File: config.mk
export PLATFORM = sky130hd
export DESIGN_NAME = refill_cache_instrucoes
export DESIGN_NICKNAME = d
export VERILOG_FILES = /design/src/rtl/refill_cache_instrucoes.sv
export SDC_FILE = /design/constraint.sdc
export NUM_CORES = 1
export LEC_CHECK = 0
export ABC_AREA = 0
export CORE_MARGIN = 10
export CORE_UTILIZATION = 30
export CTS_CLUSTER_DIAMETER = 150
export DETAILED_ROUTE_END_ITERATION = 6
export GPL_TIMING_DRIVEN = 0
export SETUP_SLACK_MARGIN = 0.02
export SLEW_MARGIN = 40
export SYNTH_ARGS = -nofsm -noshare
export SYNTH_HDL_FRONTEND = slang
export SYNTH_SLANG_ARGS = --single-unit
File: constraint.sdc
create_clock -name clock -period 2.64 [get_ports clock]
set_input_delay 0.66 -clock clock [delete_from_list [all_inputs] [get_ports clock]]
set_output_delay 0.66 -clock clock [all_outputs]
set_load 0.02 [all_outputs]
File: src/rtl/refill_cache_instrucoes.sv
// Refill controller for the direct-mapped instruction cache: on a miss it fetches the
// four words of the missing line from instruction memory and writes the whole line back.
module refill_cache_instrucoes #(
  parameter int TAG_BITS   = 24,
  parameter int INDEX_BITS = 4
) (
  input  logic                  clock,
  input  logic                  reset,
  input  logic                  miss,
  input  logic [31:0]           PC,
  output logic                  mem_req,
  output logic [31:0]           mem_addr,
  input  logic                  mem_ready,
  input  logic [31:0]           mem_rdata,
  output logic                  fill_valid,
  output logic [INDEX_BITS-1:0] fill_index,
  output logic [TAG_BITS-1:0]   fill_tag,
  output logic [127:0]          fill_data,
  output logic                  refill_busy,
  output logic [15:0]           refill_count
);

  typedef enum logic [1:0] {
    S_IDLE  = 2'd0,
    S_FETCH = 2'd1,
    S_FILL  = 2'd2
  } state_t;

  state_t                  state_q, state_d;
  logic [1:0]              k_q, k_d;
  logic [TAG_BITS-1:0]     tag_q, tag_d;
  logic [INDEX_BITS-1:0]   index_q, index_d;
  logic [TAG_BITS-1:0]     fill_tag_q, fill_tag_d;
  logic [INDEX_BITS-1:0]   fill_index_q, fill_index_d;
  logic [127:0]            fill_data_q, fill_data_d;
  logic [15:0]             refill_count_q, refill_count_d;
  logic [31:0]             word_q [0:2];
  logic                    accept;
  logic                    pc_offset_unused;

  // The line is always fetched from word 0, so the byte/word offset of PC is irrelevant.
  assign pc_offset_unused = ^PC[3:0];

  assign accept = (state_q == S_FETCH) && mem_ready;

  // Words 0..2 are buffered; word 3 goes straight into the fill line on the last accept.
  generate
    for (genvar gi = 0; gi < 3; gi++) begin : g_word
      always_ff @(posedge clock) begin
        if (!reset) begin
          word_q[gi] <= '0;
        end else if (accept && (k_q == 2'(gi))) begin
          word_q[gi] <= mem_rdata;
        end
      end
    end
  endgenerate

  always_comb begin
    state_d        = state_q;
    k_d            = k_q;
    tag_d          = tag_q;
    index_d        = index_q;
    fill_tag_d     = fill_tag_q;
    fill_index_d   = fill_index_q;
    fill_data_d    = fill_data_q;
    refill_count_d = refill_count_q;
    case (state_q)
      S_IDLE: begin
        if (miss) begin
          tag_d   = PC[31 -: TAG_BITS];
          index_d = PC[4 +: INDEX_BITS];
          k_d     = 2'd0;
          state_d = S_FETCH;
        end
      end
      S_FETCH: begin
        if (mem_ready) begin
          k_d = k_q + 2'd1;
          if (k_q == 2'd3) begin
            fill_data_d  = {mem_rdata, word_q[2], word_q[1], word_q[0]};
            fill_tag_d   = tag_q;
            fill_index_d = index_q;
            state_d      = S_FILL;
          end
        end
      end
      S_FILL: begin
        state_d = S_IDLE;
        if (refill_count_q != 16'hFFFF) begin
          refill_count_d = refill_count_q + 16'd1;
        end
      end
      default: state_d = S_IDLE;
    endcase
  end

  always_ff @(posedge clock) begin
    if (!reset) begin
      state_q        <= S_IDLE;
      k_q            <= 2'd0;
      tag_q          <= '0;
      index_q        <= '0;
      fill_tag_q     <= '0;
      fill_index_q   <= '0;
      fill_data_q    <= '0;
      refill_count_q <= 16'd0;
    end else begin
      state_q        <= state_d;
      k_q            <= k_d;
      tag_q          <= tag_d;
      index_q        <= index_d;
      fill_tag_q     <= fill_tag_d;
      fill_index_q   <= fill_index_d;
      fill_data_q    <= fill_data_d;
      refill_count_q <= refill_count_d;
    end
  end

  assign mem_req      = (state_q == S_FETCH);
  assign mem_addr     = {tag_q, index_q, k_q, 2'b00};
  assign fill_valid   = (state_q == S_FILL);
  assign fill_tag     = fill_tag_q;
  assign fill_index   = fill_index_q;
  assign fill_data    = fill_data_q;
  assign refill_busy  = (state_q != S_IDLE);
  assign refill_count = refill_count_q;

endmodule

Yosys cells after proc, flatten, opt, wreduce, memory -nomap -nowiden

Memories as Yosys holds them, arrays and structs flattened. A register that Yosys moved wholly into a read port is not among the register bits.
Index checks and enable logic that the tools add are counted.
Widths: inputs -> output; s select.

Add/sub/neg operators: 2
Equal/unequal tests: 9
Mux-type cells: 20
Bitwise logic cells: 3
Reductions and logical operators: 16

Operators by type and width:

| operator              | count |
|---|---|
| $mux 32               | 3 |
| $add 16x1->16 const B | 1 |
| $ne 16x16->1 const B  | 1 |
| $mux 1                | 10 |
| $mux 2                | 5 |
| $reduce_and 3->1      | 3 |
| $pmux 2 s2            | 2 |
| $eq 2x2->1 const B    | 3 |
| $eq 2x1->1 const B    | 2 |
| $logic_and 1x1->1     | 4 |
| $logic_not 2->1       | 2 |
| $ne 2x1->1 const B    | 2 |
| $reduce_and 2->1      | 2 |
| $reduce_bool 2->1     | 2 |
| $logic_not 1->1       | 3 |
| $or 1x1->1            | 3 |
| $add 2x1->2 const B   | 1 |
| $ne 2x2->1 const B    | 1 |

Register bits: 204
Memory bits (writable): 96
Input port bits: 68
Output and inout port bits: 207
Word-level logic and storage cells: 59
Memories: 1

Memories:

| memory | depth | bits a word | read ports | clocked after memory_dff | wr ports | RTL line | source |
|---|---|---|---|---|---|---|---|
| word_q | 3     | 32          | 3          | 3                        | 3        | 37       | `logic [31:0] word_q [0:2];` |

Longest topological paths before layout

Depth in word-level cells: 7
Depth in mapped cells: 7
Depth with buffers taken out: 5

Worst setup path before layout

Ideal clock, no wire load.

Path type: in2reg
Start point: input port reset
End point: memory word_q[0][0], enable pin
Arrival time: 1.976 ns
Required time: 2.162 ns
Path slack: 0.186 ns
Stages: 4
Buffers on the path: 3
Path through: clkbuf_1 clkbuf_1 clkbuf_1 nand2_1

RTL lines:

| element            | RTL line | source |
|---|---|---|
| start: declaration | 8        | `input logic reset,` |
| end: declaration   | 37       |  |

Worst setup path after layout

Start point: register state_q[0]
End point: output port fill_valid

Word-level cells in the longest chain between the ends: 1

RTL lines:

| element                  | RTL line | source |
|---|---|---|
| start: declaration       | 29       | `state_t state_q, state_d;` |
| start signal: assignment | 109      | `state_q <= state_d;` |
| $eq 2x2->1               | 122      | `assign fill_valid = (state_q == S_FILL);` |
| end: declaration         | 15       | `output logic fill_valid,` |

Every way passes these cells.

==> results.yml <==
run_status:
  status: "complete, no violations"
route:
  postRouteAntennaNets: 0
  routed_wl_mm: 37.12
  drc: 0
  vias_per_cell: 4.464
  drt_pre_antenna_iters: 4
  drt_iter0_drc: 365
  routedWlPerCell_um: 18.68
  vias: 8869
place:
  hpwl_mm: 27.13
  portBuffers: 267
  placed_area_um2: 14720
  pre_cts_ws_ps: -565.0
  gp_congestion: 0.8197
yosys:
  synthTopCellsByArea: "dfxtp_1 36%, edfxtp_1 25%, nand2_1 13%, a21boi_0 13%, and2_1 5.4%"
  ys_types: 36
  ys_seq_area_share_pct: 61.25
  syn_avg_cell_area_um2: 9.934
  synthCells: 1145
  yosysTopAreaCell: "dfxtp_1"
  synth_top_area_share_pct: 35.90
  ys_ff_latch: 300
  yosys_warnings: 0
  syn_area_um2: 11370
global_route:
  antenna_found_initial: 1
  grt_overflow: 0
  grt_pass1_vias: 8885
  grt_start_max_net_pins: 33
  track_usage_pct: 15.55
  grt_pass1_wl_mm: 55.51
power:
  p_leak_nw: 5.404
  power.density_nw_per_um2: 646.7
  peakVddDrop_mv: 0.3757
cts:
  ctsResizeCount: 2
  cts.path.max_buffers: 3
  hold_buffers: 0
  clock_latency_ps: 520
  post_cts_buffers: 0
  cts_tree: "done"
  clk_pin_slew_ps: 60
  ctsRootBufferMaster: "clkbuf_16"
  cts_buffers: 35
  htree_levels: 2
  clkSinkCount: 300
finish:
  layout_commonest_cell: "nand2_1"
  nets: 1523
  final_cell_area_um2: 15880
  mostFrequentLayoutCells: "387 x nand2_1, 266 x clkdlybuf4s50_1, 204 x dfxtp_1"
  drive_above_1_share_pct: 5.695
  area_growth_pct: 39.62
floorplan:
  core_area_um2: 37580
  die_h_um: 214.7
  dieArea_um2: 46100
  row_count: 71
  die_w_um: 214.7
  io_pins: 275
  start_util_pct: 30.27
critical_path:
  path_max_fanout: 5
  cp-end-kind: "primary output"
  crit_arrival_ps: 1810
  start_kind: "flop"
  path_class: "flop to primary output"
  worstPathRequired_ps: 1980
timing:
  clock.fmax_mhz: 404.8
  setup_ws_ps: 169.5
  tightest_slew_ps: 815.8
  clock_skew_ps: 22.25
  finalWorstPathRequiredPeriod_ps: 2471
  fin_crit_sh_pct: 93.58
  final_hold_viol_count: 0
  slew_viol_final: 0
  setup_violations: 0
  relSlewSlack_pct: 45.61
  rsz0062_at_grt: "false"
job:
  drv_cap: 0
hold_path:
  hp-class: "flop to flop"
## sequential cells by signal, indices dropped and copies added, names as in the netlist
name	count
tag_q	24
word_q	96
state_q	2
refill_count	16
k_q	2
fill_index	4
fill_tag	24
index_q	4
fill_data	128
## layout make-up
type / count / area (um^2)
antenna: 1 / 2.502
clock inverter: 15 / 180.2
tap: 511 / 639.4
clock buffer: 47 / 980.9
sequential: 300 / 6967
timing repair buffer: 267 / 2671
inverter: 6 / 22.52
multi-input combinational: 759 / 4084
fill: 3681 / 21700
buffer: 81 / 334.1
## metrics by stage
stage / util (%) / hold WS (ps) / std cells / setup TNS [ps] / total power [mW]
detailed placement: 39.17 / 457.7 / 1924 / -66210 / 5.477
global placement: 39.09 / 450.6 / 1924 / -171000 / 5.471
global route: 42.26 / 483.6 / 1986 / 0 / 10.63
finish: 42.26 / 459.7 / 1987 / 0 / 10.27
CTS: 42.26 / 464.5 / 1986 / 0 / 10.38
floorplan: - / 495.6 / 1146 / 0 / 5.186
## logic make-up after synthesis
group                    share of synthesized area (%)
AND/OR/NAND/NOR                                  20.97
flip-flops                                       61.25
AO/OA/AOI/OAI                                    13.66
buffers and inverters                            3.102
multiplexers                                    0.4400
adder cells (fa/ha/maj)                         0.5500
other                                          0.03297
## cell usage after synthesis, drive strengths merged
master	number
nand3b	1
nor3b	1
nor4	5
o31a	1
dfxtp	204
o21ai	6
or4	5
or3	4
nor2	6
or2	2
nand4	3
inv	6
or3b	1
nor3	2
clkbuf	64
conb	1
o311ai	1
o31ai	4
nor2b	1
o41ai	1
nand3	9
a21boi	193
o311a	1
buf	17
edfxtp	96
ha	5
mux2i	5
nand2	390
o21a	1
nand2b	6
and2	99
and3	4
## routing by layer
metal	up-vias	GRT usage, %	wire, um
met2	234	25.08	17060
met4	0	4.136	771
met1	4190	19.38	16420
met5	-	0	0
met3	51	5.407	2863
li1	4394	-	-
## final timing paths
kind           startpoint            end  slack (ps)  cells past startpoint
max            state_q[0]     fill_valid         170                      3
min          fill_data[8]   fill_data[8]         460                      2
max reg2reg    state_q[0]  word_q[1][10]         340                      6
min reg2reg  fill_data[8]   fill_data[8]         460                      2
## worst max-delay path: stages, from the launching register on
cell	delay, ps
dfxtp_1	330
nand2b_1	210
inv_1	130
clkdlybuf4s50_1	620
## power by group
part	internal [mW]	switching, mW	leakage [nW]
sequential	4.85	0.0405	2.64
clock	3.00	1.91	0.576
combinational	0.206	0.267	2.18
No activity file was read; power rests on OpenSTA's default activity.
